`src/rtl/tmr_replica_monitor.sv`:
```
// tmr_replica_monitor: majority voter and fault monitor for three replica words coming from
// a triplicated FSM. It tracks persistent single-replica mismatches and flags multi-faults.
// Optional feature: define TMR_MONITOR_ERRCNT_EN to build the saturating mismatch counter
// (errCnt). Without the macro, errCnt is tied to zero and no counter flops exist.
module tmr_replica_monitor #(
  parameter int unsigned W       = 8,
  parameter int unsigned PERSIST = 3,
  parameter int unsigned CNTW    = 16
) (
  input  logic            clk,
  input  logic            rstn,
  input  logic [W-1:0]    inA,
  input  logic [W-1:0]    inB,
  input  logic [W-1:0]    inC,
  input  logic            clr,
  output logic [W-1:0]    out,
  output logic            misA,
  output logic            misB,
  output logic            misC,
  output logic            multi,
  output logic [1:0]      state,
  output logic [1:0]      faultId,
  output logic [CNTW-1:0] errCnt
);

  typedef enum logic [1:0] {
    StOk      = 2'd0,
    StSuspect = 2'd1,
    StFault   = 2'd2
  } state_e;

  // Replica ids: none=0, A=1, B=2, C=3 (3 also denotes multi-fault).
  localparam logic [1:0] IdNone  = 2'd0;
  localparam logic [1:0] IdMulti = 2'd3;

  state_e     r_state, w_state_d;
  logic [3:0] r_pc, w_pc_d;
  logic [1:0] r_sid, w_sid_d;
  logic [1:0] r_fid, w_fid_d;
  logic       r_multi;
  logic [W-1:0] r_out;
  logic       r_mis_a, r_mis_b, r_mis_c;

  logic [W-1:0] w_vote;
  logic       w_mis_a, w_mis_b, w_mis_c;
  logic       w_multi, w_single, w_any;
  logic [1:0] w_id;
  logic [3:0] w_pc_inc;

  // Combinational vote and mismatch classification of the current inputs.
  always_comb begin
    w_vote   = (inA & inB) | (inB & inC) | (inA & inC);
    w_mis_a  = (inA != w_vote);
    w_mis_b  = (inB != w_vote);
    w_mis_c  = (inC != w_vote);
    w_multi  = (inA != inB) && (inB != inC) && (inA != inC);
    w_single = !w_multi && ({w_mis_a, w_mis_b, w_mis_c} inside {3'b100, 3'b010, 3'b001});
    w_any    = w_mis_a | w_mis_b | w_mis_c | w_multi;
    w_pc_inc = r_pc + 4'd1;
    w_id     = IdNone;
    if (w_mis_a)      w_id = 2'd1;
    else if (w_mis_b) w_id = 2'd2;
    else if (w_mis_c) w_id = 2'd3;
  end

  // Voter output and per-replica flags keep updating in every state, even across clr.
  always_ff @(posedge clk) begin
    if (!rstn) begin
      r_out   <= '0;
      r_mis_a <= 1'b0;
      r_mis_b <= 1'b0;
      r_mis_c <= 1'b0;
    end else begin
      r_out   <= w_vote;
      r_mis_a <= w_mis_a;
      r_mis_b <= w_mis_b;
      r_mis_c <= w_mis_c;
    end
  end

  // FSM state register together with its suspect/fault bookkeeping.
  always_ff @(posedge clk) begin
    if (!rstn) begin
      r_state <= StOk;
      r_pc    <= 4'd0;
      r_sid   <= IdNone;
      r_fid   <= IdNone;
      r_multi <= 1'b0;
    end else begin
      r_state <= w_state_d;
      r_pc    <= w_pc_d;
      r_sid   <= w_sid_d;
      r_fid   <= w_fid_d;
      r_multi <= clr ? 1'b0 : (r_multi | w_multi);
    end
  end

  // Next-state logic; clr wins over any mismatch seen in the same cycle.
  always_comb begin
    w_state_d = r_state;
    w_pc_d    = r_pc;
    w_sid_d   = r_sid;
    w_fid_d   = r_fid;
    if (clr) begin
      w_state_d = StOk;
      w_pc_d    = 4'd0;
      w_sid_d   = IdNone;
      w_fid_d   = IdNone;
    end else begin
      unique case (r_state)
        StOk: begin
          if (w_multi) begin
            w_state_d = StFault;
            w_fid_d   = IdMulti;
          end else if (w_single) begin
            w_state_d = StSuspect;
            w_sid_d   = w_id;
            w_pc_d    = 4'd1;
          end else begin
            w_pc_d    = 4'd0;
          end
        end
        StSuspect: begin
          if (w_multi) begin
            w_state_d = StFault;
            w_fid_d   = IdMulti;
          end else if (w_single && (w_id == r_sid)) begin
            w_pc_d = w_pc_inc;
            if (w_pc_inc == 4'(PERSIST)) begin
              w_state_d = StFault;
              w_fid_d   = r_sid;
            end
          end else if (w_single) begin
            // A different replica now disagrees: restart persistence tracking on it.
            w_sid_d = w_id;
            w_pc_d  = 4'd1;
          end else begin
            w_state_d = StOk;
            w_pc_d    = 4'd0;
            w_sid_d   = IdNone;
          end
        end
        StFault: begin
          // Fault is latched until clr or reset.
        end
        default: begin
          w_state_d = StOk;
          w_pc_d    = 4'd0;
          w_sid_d   = IdNone;
          w_fid_d   = IdNone;
        end
      endcase
    end
  end

  // Output decode of registered state.
  always_comb begin
    out     = r_out;
    misA    = r_mis_a;
    misB    = r_mis_b;
    misC    = r_mis_c;
    multi   = r_multi;
    state   = r_state;
    faultId = r_fid;
  end

`ifdef TMR_MONITOR_ERRCNT_EN
  logic [CNTW-1:0] r_cnt;

  // Saturating count of cycles with any mismatch; clr takes priority.
  always_ff @(posedge clk) begin
    if (!rstn) begin
      r_cnt <= '0;
    end else if (clr) begin
      r_cnt <= '0;
    end else if (w_any && (r_cnt != '1)) begin
      r_cnt <= r_cnt + CNTW'(1);
    end
  end

  assign errCnt = r_cnt;
`else
  logic w_unused_any;
  assign w_unused_any = w_any;
  assign errCnt       = '0;
`endif

endmodule

```
`config.mk`:
```
export PLATFORM = sky130hd
export DESIGN_NAME = tmr_replica_monitor
export DESIGN_NICKNAME = d
export VERILOG_FILES = /design/src/rtl/tmr_replica_monitor.sv
export SDC_FILE = /design/constraint.sdc
export NUM_CORES = 1
export LEC_CHECK = 0
export ABC_AREA = 1
export CAP_MARGIN = 20
export CORE_UTILIZATION = 50
export CTS_CLUSTER_SIZE = 24
export DETAILED_ROUTE_END_ITERATION = 7
export HOLD_SLACK_MARGIN = 0.02
export PLACE_DENSITY = 0.8
export SLEW_MARGIN = 20
export SYNTH_ARGS = -nofsm -noshare
export SYNTH_HDL_FRONTEND = slang
export SYNTH_SLANG_ARGS = --single-unit
```
`constraint.sdc`:
```
create_clock -name clk -period 3.9 [get_ports clk]
set_input_delay 0.39 -clock clk [delete_from_list [all_inputs] [get_ports clk]]
set_output_delay 0.39 -clock clk [all_outputs]
set_load 0.02 [all_outputs]
```
# Word-level counts from Yosys, hierarchy flattened
# Index checks and enable logic that the tools add are counted.
# totals
latch_bits,0
memories,0
mem_bits_rw,0
rom_bits,0
out_inout_bits,32
elab_cells,79
in_bits,27
regBits,22
# op_classes
eq_ne,23
n_reduce_logical,12
magnitude_cmp,0
muxes,26
div_mod_pow,0
addsub,1
n_shift,0
n_mul,0
bitwise_logic,8
# op_table
cell,count
8-bit inequality test,6
2-bit 2-to-1 mux,18
8-bit bitwise AND,3
2-bit case mux with 3 select lines,3
8-bit bitwise OR,2
4-bit 2-to-1 mux,3
4-bit case mux with 3 select lines,1
"2-bit inequality test, second input constant",5
"3-bit inequality test, second input constant",3
"4-bit inequality test, second input constant",2
4-bit AND reduction,2
5-bit AND reduction,1
"4-bit by 1-bit adder with 4-bit output, second input constant",1
"4-bit by 2-bit == test with 1-bit output, second input constant",1
1-bit logical AND,4
"3-bit by 1-bit == test with 1-bit output, second input constant",1
"3-bit by 2-bit == test with 1-bit output, second input constant",1
"3-bit == test, second input constant",1
3-bit AND reduction,1
3-bit nonzero test,1
"2-bit by 1-bit == test with 1-bit output, second input constant",1
2-bit == test,1
"2-bit == test, second input constant",1
2-bit logical NOT,1
other kinds (5),6

# Depth between registers and ports, before layout
# Gate-level depths: netlist of run 1.
# logic_depth
depth_word,12
ltp_mapped,20

# Worst setup path before layout of run 1
# OpenSTA, ideal clock, no wires.
# synth_path
path_kind,input-to-reg
start,input inA[3]
end,register r_sid[0]
setup_ps,115
n_path_buf,0
path_stages,16
path_slack_ps,1721
t_arrival_ps,2065
required_ps,3785
cell_sequence,ha_1 -> nor2_4 -> nand2_4 -> xor2_1 -> nor2_2 -> nand2_2 -> nor2_8 -> nand2_4 -> o21ai_4 -> nand2_4 -> nor2_4 -> nor2_4 -> nand2_1 -> nand2_1 -> nand2_1 -> nor2_2
# synth_between
elab_chain_cells,11
# synth_rtl
item,line_no,text
from (decl),12,"input logic [W-1:0] inA,"
8-bit bitwise AND,52,w_vote = (inA & inB) | (inB & inC) | (inA & inC);
8-bit bitwise OR (2 in a row),52,
8-bit inequality test (on tied branches),"55, 53, 54",
"3-bit == test, or another cell as far along",57,"w_single = !w_multi && ({w_mis_a, w_mis_b, w_mis_c} inside {3'b100, 3'b010, 3'b001});"
3-bit nonzero test or 2-bit 2-to-1 mux (tied branches),"57, 62",
1-bit logical AND or 2-bit 2-to-1 mux (tied branches),"57, 61",
2-bit 2-to-1 mux or 2-bit == test (tied branches),"133, 127",
2-bit 2-to-1 mux or 1-bit logical AND (tied branches),127,end else if (w_single && (w_id == r_sid)) begin
2-bit 2-to-1 mux or 2-bit inequality test (tied branches),n/a,
2-bit case mux with 3 select lines or 5-bit AND reduction (tied branches),n/a,
to (signal assigned),86,r_sid <= IdNone;
to (signal assigned),92,r_sid <= w_sid_d;
to (decl),38,"logic [1:0] r_sid, w_sid_d;"
# Parallel ways exist; a longest one is shown, timed or not. The select of a mux whose other input is x is not followed.
# A chain may end at the register's enable or synchronous reset.

# Final worst setup path of run 1
# layout_path
start,input inA[2]
end,register r_sid[0]
# Same word-level chain as after synthesis.

==> impl_metrics.env, run 1 <==
export IMPL_status="finished with violations"
export IMPL_violations="design-rule violations"
export IMPL_synthCells=387
export IMPL_grt_pass1_wl_um=9000
export IMPL_core_area_um2=4720
export IMPL_synth_seq_area_share_pct=18.0
export IMPL_grtUsageTotal_pct=22.0
export IMPL_num_vias=2380
export IMPL_h_tree_depth=1
export IMPL_cpMostUsedCell="nand2_1"
export IMPL_endpoint_kind="flop"
export IMPL_rsz0062_at_grt="no"
export IMPL_final_cell_mix="nand2_1, inv_1, clkdlybuf4s50_1"
export IMPL_startpoint_type="input pin"
export IMPL_place_hpwl_um=4330
export IMPL_post_cts_setup_buffers=0
export IMPL_layout_min_cycle_time_ns=2.77
export IMPL_async_flop_share_pct=0
export IMPL_syn_cell_area_um2=2450
export IMPL_diodes=0
export IMPL_finalCritPeriodShare_pct=71.0
export IMPL_hold_path_class="flop to flop"
export IMPL_pre_cts_ws_ns=0.898
export IMPL_hold_viol=0
export IMPL_final_setup_worst_slack_ns=1.13
export IMPL_avgViaCountPerCell=4.79
export IMPL_cts_made_buffers=3
export IMPL_root_buffer="clkbuf_8"
export IMPL_grt_overflow_total=0
export IMPL_p_leak_nw=1.53
export IMPL_worstPathArrival_ns=2.94
export IMPL_routed_wl_um=5330
export IMPL_critical_path_class="input pin to flop"
export IMPL_vdd_ir_drop_max_mv=0.145
export IMPL_setup_viol=0
export IMPL_synth_edf_count=0
export IMPL_post_route_util_pct=62.5
export IMPL_firstDrtPassIters=6
export IMPL_portBuffers=42
export IMPL_cts_buffer_depth=2
export IMPL_drive_gt1_share_pct=10.2
export IMPL_crit_path_max_incr_delay_ns=0.52
export IMPL_crit_family="simple AND/OR/NAND/NOR gates"
export IMPL_finalClockSkew_ns=0.00337
export IMPL_antenna_found_initial=0
export IMPL_placed_area_um2=2880
export IMPL_grt_max_degree=14
export IMPL_drt_iter0_drc=138
export IMPL_drv_cap=0
export IMPL_start_util_pct=51.8
export IMPL_synth_flop_cell="dfxtp_1"
export IMPL_fmaxAchievable_mhz=361
export IMPL_first_global_vias=2058
export IMPL_clk_pin_slew_ns=0.09
export IMPL_syn_avg_cell_area_um2=6.32
export IMPL_ant_nets=0
export IMPL_cp_depth=20
export IMPL_cts_tree="done"
export IMPL_reg2reg_to="faultId[0]$_SDFFE_PP0P_"
export IMPL_fp_row_count=25
export IMPL_ys_seq_elements=22
export IMPL_final_cells=497
export IMPL_crit_path_cell_trace="clkdlybuf4s50_1 > ha_1 > nor2_4 > nand2_4 > nand2_1 > nand2_1 > nor2_1 > nand2_1 > nor2_4 > nand2_2 > nand2_4 > nand2_1 > nand2_1 > nand3_2 > nor2_4 > nor2_4 > nand2_1 > nand2_1 > nand2_1 > nor2_2"
export IMPL_routedWlPerCell_um=10.7
export IMPL_drc=2
export IMPL_die_h_um=72.0
export IMPL_clock_sinks=22
export IMPL_hold_buffers=0
export IMPL_critical_path_buf_inv_count=1
export IMPL_setup_tns_final_ns=0
export IMPL_cellPowerDensity_nw_per_um2=249
export IMPL_post_cts_resize_count=0
export IMPL_layout_commonest_cell="nand2_1"
export IMPL_r2r_cells=9
export IMPL_ios=59
export IMPL_final_area_um2=2950
export IMPL_dpl_cell_count=493
export IMPL_crit_end="r_sid[0]$_SDFFE_PP0P_"
export IMPL_slew_violations=0
export IMPL_die_width_um=72.0
export IMPL_r2r_start="state[0]$_SDFFE_PP0P_"
export IMPL_nFillCells=439
export IMPL_power_total_uw=734
export IMPL_required_ns=4.07
export IMPL_worst_path_max_delay_cell="clkdlybuf4s50_1"
export IMPL_r2r_setup_slack_ns=2.35
export IMPL_startpoint="inA[2]"
export IMPL_dieArea_um2=5180
export IMPL_finalWeightedCongestion=0.881
export IMPL_ys_warn_count=0
export IMPL_hold_ws_ns=0.468
export IMPL_synth_cell_types=31
export IMPL_clk_latency_ns=0.27
export IMPL_cp_max_fo=7
export IMPL_fin_nets=484
export IMPL_syn2layout_area_growth_pct=20.6
==> state kept, by name, indices dropped and copies added, names as in the netlist <==
| signal | cells |
|---|---|
| faultId | 2 |
| misA | 1 |
| misB | 1 |
| misC | 1 |
| multi | 1 |
| out | 8 |
| r_pc | 4 |
| r_sid | 2 |
| state | 2 |
==> power by group <==
group | switching, mW | internal (mW) | leakage [nW]
clock network | 0.0860 | 0.137 | 0.0357
logic | 0.160 | 0.107 | 1.31
registers | 0.00622 | 0.237 | 0.182
==> cell families after synthesis <==
group / after synthesis / synth area share (%)
XOR/XNOR: 10 / 3.58
buffers and inverters: 75 / 14.0
flip-flops: 22 / 18.0
other: 1 / 0.153
AND/OR/NAND/NOR: 232 / 45.9
adder cells (fa/ha/maj): 26 / 13.3
AO/OA/AOI/OAI: 21 / 5.11
==> routing by layer <==
layer | GRT usage (%) | routed length (um) | share of wire [%]
met3 | 1.81 | 261 | 4.9
met2 | 37.2 | 2530 | 47
met1 | 30.0 | 2490 | 47
met4 | 6.97 | 53 | 0.99
met5 | 0 | 0 | 0
==> cell usage after synthesis (all sizes together) (2+ instances only) <==
library cell	number	area, um2
nand2	130	551
inv	55	206
nor2	54	309
nand3	38	200
ha	26	325
dfxtp	22	440
buf	16	120
a21oi	13	65.1
xor2	7	61.3
nor4	6	37.5
o21ai	4	31.3
xnor2	3	26.3
clkbuf	2	7.51
clkinv	2	7.51
==> worst reg2reg max path, stage by stage, from the launching register on <==
cell and delay [ns]:
dfxtp_1 0.52, inv_1 0.14, nor2_1 0.17, inv_1 0.07
o31ai_1 0.23, inv_1 0.09, nand2_2 0.09, nand2_1 0.05
nand2_1 0.05, nor2_1 0.05
==> worst min-delay path by stage <==
| stage | endpoint | depth (start not counted) | start | slack [ns] |
|---|---|---|---|---|
| after global routing | faultId[1]$_SDFFE_PP0P_ | 2 | faultId[1]$_SDFFE_PP0P_ | 0.49 |
| final | faultId[1]$_SDFFE_PP0P_ | 2 | faultId[1]$_SDFFE_PP0P_ | 0.47 |
| after detailed placement | faultId[1]$_SDFFE_PP0P_ | 2 | faultId[1]$_SDFFE_PP0P_ | 0.46 |
| after CTS | faultId[1]$_SDFFE_PP0P_ | 2 | faultId[1]$_SDFFE_PP0P_ | 0.47 |
| after floorplan | r_pc[2]$_SDFFE_PP0P_ | 2 | r_pc[2]$_SDFFE_PP0P_ | 0.47 |
| after global placement | faultId[1]$_SDFFE_PP0P_ | 2 | faultId[1]$_SDFFE_PP0P_ | 0.46 |
==> final cells by class <==
| cell class | count | area [um2] | area share (%) |
|---|---|---|---|
| timing repair buffer | 42 | 420 | 14.2 |
| sequential | 22 | 440 | 14.9 |
| multi-input combinational | 305 | 1720 | 58.3 |
| clock buffer | 3 | 41.3 | 1.40 |
| inverter | 57 | 214 | 7.25 |
| tap | 67 | 83.8 | 2.84 |
| clock inverter | 1 | 30.0 | 1.02 |
No activity file was read; power rests on OpenSTA's default activity.
==> run 2, diff against run 1 <==
--- a/config.mk
+++ b/config.mk
@@ -7,11 +7,11 @@
 export LEC_CHECK = 0
 export ABC_AREA = 1
 export CAP_MARGIN = 20
-export CORE_UTILIZATION = 50
+export CORE_UTILIZATION = 46
 export CTS_CLUSTER_SIZE = 24
 export DETAILED_ROUTE_END_ITERATION = 7
 export HOLD_SLACK_MARGIN = 0.02
-export PLACE_DENSITY = 0.8
+export PLACE_DENSITY = 0.78
 export SLEW_MARGIN = 20
 export SYNTH_ARGS = -nofsm -noshare
 export SYNTH_HDL_FRONTEND = slang
==> constraint.sdc (replaced) <==
create_clock -name clk -period 2.27 [get_ports clk]
set_input_delay 0.227 -clock clk [delete_from_list [all_inputs] [get_ports clk]]
set_output_delay 0.227 -clock clk [all_outputs]
set_load 0.02 [all_outputs]
==> run 2 against run 1 <==
  * Power rose by 89%
  * Die area rose by 8.5%
  * First-iteration DRC count fell by 10%
  * Critical path depth fell by 2
  * Highest routed layer unchanged
  * Critical endpoint is now faultId[0]$_SDFFE_PP0P_
  * The flow now finishes without violations
  * Worst hold slack improved by 0.0017 ns
  * Sequential cell count did not move
==> impl_metrics.env, run 2 (synthesis results as in run 1) <==
export IMPL_required_ns=2.45
export IMPL_grt_overflow_total=0
export IMPL_die_width_um=74.9
export IMPL_hold_viol=0
export IMPL_final_seq_area_um2=440
export IMPL_nFillCells=449
export IMPL_clock_sinks=22
export IMPL_placed_area_um2=3260
export IMPL_min_to="faultId[1]$_SDFFE_PP0P_"
export IMPL_drive_gt1_share_pct=29.8
export IMPL_fmaxAchievable_mhz=461
export IMPL_clk_pin_slew_ns=0.10
export IMPL_routed_wl_um=6900
export IMPL_hold_path_class="flop to flop"
export IMPL_p_leak_nw=1.85
export IMPL_ios=59
export IMPL_endpoint_kind="flop"
export IMPL_cp_max_fo=3
export IMPL_r2r_cells=11
export IMPL_root_buffer="clkbuf_8"
export IMPL_first_global_vias=2461
export IMPL_h_tree_depth=1
export IMPL_drc=0
export IMPL_hold_ws_ns=0.469
export IMPL_critical_path_class="input pin to flop"
export IMPL_finalCritPeriodShare_pct=95.6
export IMPL_die_h_um=74.9
export IMPL_fin_nets=544
export IMPL_num_vias=2742
export IMPL_holdPathStages=2
export IMPL_layout_min_cycle_time_ns=2.17
export IMPL_firstDrtPassIters=5
export IMPL_diodes=0
export IMPL_place_hpwl_um=5270
export IMPL_final_setup_worst_slack_ns=0.100
export IMPL_pre_cts_ws_ns=-0.538
export IMPL_cts_tree="done"
export IMPL_grt_max_degree=14
export IMPL_antenna_found_initial=0
export IMPL_multi_input_area_um2=1840
export IMPL_largest_register_ffs=8
export IMPL_dieArea_um2=5620
export IMPL_fp_row_count=26
export IMPL_slew_violations=0
export IMPL_setup_viol=0
export IMPL_power_total_mw=1.38
export IMPL_status="finished clean"
export IMPL_routedWlPerCell_um=12.3
export IMPL_min_from="faultId[1]$_SDFFE_PP0P_"
export IMPL_hold_buffers=0
export IMPL_grtUsageTotal_pct=24.5
export IMPL_core_area_um2=5110
export IMPL_syn2layout_area_growth_pct=42.7
export IMPL_r2r_start="r_pc[0]$_SDFFE_PP0P_"
export IMPL_layout_commonest_cell="nand2_1"
export IMPL_vdd_ir_drop_max_mv=0.231
export IMPL_cts_buffer_depth=2
export IMPL_cts_made_buffers=3
export IMPL_avgViaCountPerCell=4.90
export IMPL_drv_cap=0
export IMPL_grt_pass1_wl_um=10400
export IMPL_finalClockSkew_ns=0.00326
export IMPL_final_area_um2=3490
export IMPL_startpoint_type="input pin"
export IMPL_worstPathArrival_ns=2.35
export IMPL_startpoint="inA[1]"
export IMPL_clk_latency_ns=0.28
export IMPL_portBuffers=42
export IMPL_r2r_setup_slack_ns=0.65
export IMPL_cellPowerDensity_nw_per_um2=396
export IMPL_start_util_pct=47.9
export IMPL_finalWeightedCongestion=0.962
export IMPL_drt_iter0_drc=124
export IMPL_final_cell_mix="nand2_1, buf_4, inv_1"
export IMPL_ant_nets=0
export IMPL_reg2reg_to="state[1]$_SDFFE_PP0P_"
run 2: cell count changes in the layout (fill, tap and decap cells not counted), sizes merged:
cell,before,now
clkdlybuf4s15,0,5
buf,0,60
clkbuf,3,6
clkdlybuf4s50,42,18
dlygate4sd2,0,16
run 2: critical path, stage by stage:
cell	delay, ns
dlygate4sd2_1	0.26
ha_2	0.21
nor2_4	0.16
nand3_1	0.08
nand2_1	0.11
nand2_1	0.09
nor2_1	0.14
nand2_1	0.12
nand2_2	0.13
nand2_2	0.08
nand2_1	0.07
nand2_1	0.06
nor2_2	0.15
nand3_2	0.12
nand2_2	0.09
nand2_2	0.06
a21oi_1	0.14
nor2_1	0.05
run 2: area by class of cell:
cell class                 instances  share of cell area [%]
sequential                        22                    12.6
clock buffer                       3                    1.18
inverter                          57                    6.12
clock inverter                     1                   0.860
tap                               70                    2.51
timing repair buffer             102                    24.0
multi-input combinational        305                    52.7
run 2: power by group:
part	switching [mW]	leakage [nW]	internal, mW
registers	0.0109	0.182	0.407
logic	0.320	1.63	0.248
clock network	0.162	0.0357	0.236
run 2: worst max path at each step:
stage / end / cells after the start
floorplan: r_sid[0]$_SDFFE_PP0P_ / 16
global placement: r_sid[0]$_SDFFE_PP0P_ / 18
detailed placement: r_sid[0]$_SDFFE_PP0P_ / 20
CTS: r_sid[0]$_SDFFE_PP0P_ / 21
global route: r_sid[0]$_SDFFE_PP0P_ / 20
finish: faultId[0]$_SDFFE_PP0P_ / 18
run 2: stage by stage:
stage | cells | utilization [%] | setup TNS (ns)
after CTS | 559 | 67.2 | 0
after floorplan | 402 | - | 0
after global routing | 560 | 68.4 | -0.0423
after detailed placement | 546 | 63.8 | -4.84
final | 560 | 68.4 | 0
after global placement | 546 | 63.8 | -3.93
run 2: what timing repair did:
action	4_1_cts	5_1_grt
resized for setup	50	33
pin swaps	17	29
hold endpoints to repair	0	0
setup buffers	9	1
endpoints found under the setup margin	10	10
run 2: routing by layer:
metal / up-vias / global-route usage [%] / part of all wire [%]
met3: 17 / 3.08 / 5.1
met4: 0 / 9.85 / 2.1
met2: 106 / 44.3 / 49
met5: - / 0 / 0
met1: 1238 / 29.3 / 44
li1: 1381 / - / -
==> run 3, diff against run 2 <==
--- a/config.mk
+++ b/config.mk
@@ -10,7 +10,7 @@
 export CORE_UTILIZATION = 46
 export CTS_CLUSTER_SIZE = 24
 export DETAILED_ROUTE_END_ITERATION = 7
-export HOLD_SLACK_MARGIN = 0.02
+export HOLD_SLACK_MARGIN = 0.15
 export PLACE_DENSITY = 0.78
 export SLEW_MARGIN = 20
 export SYNTH_ARGS = -nofsm -noshare
==> results of run 3 <==
Final layout, timing and power as in run 2 (identical DEF).
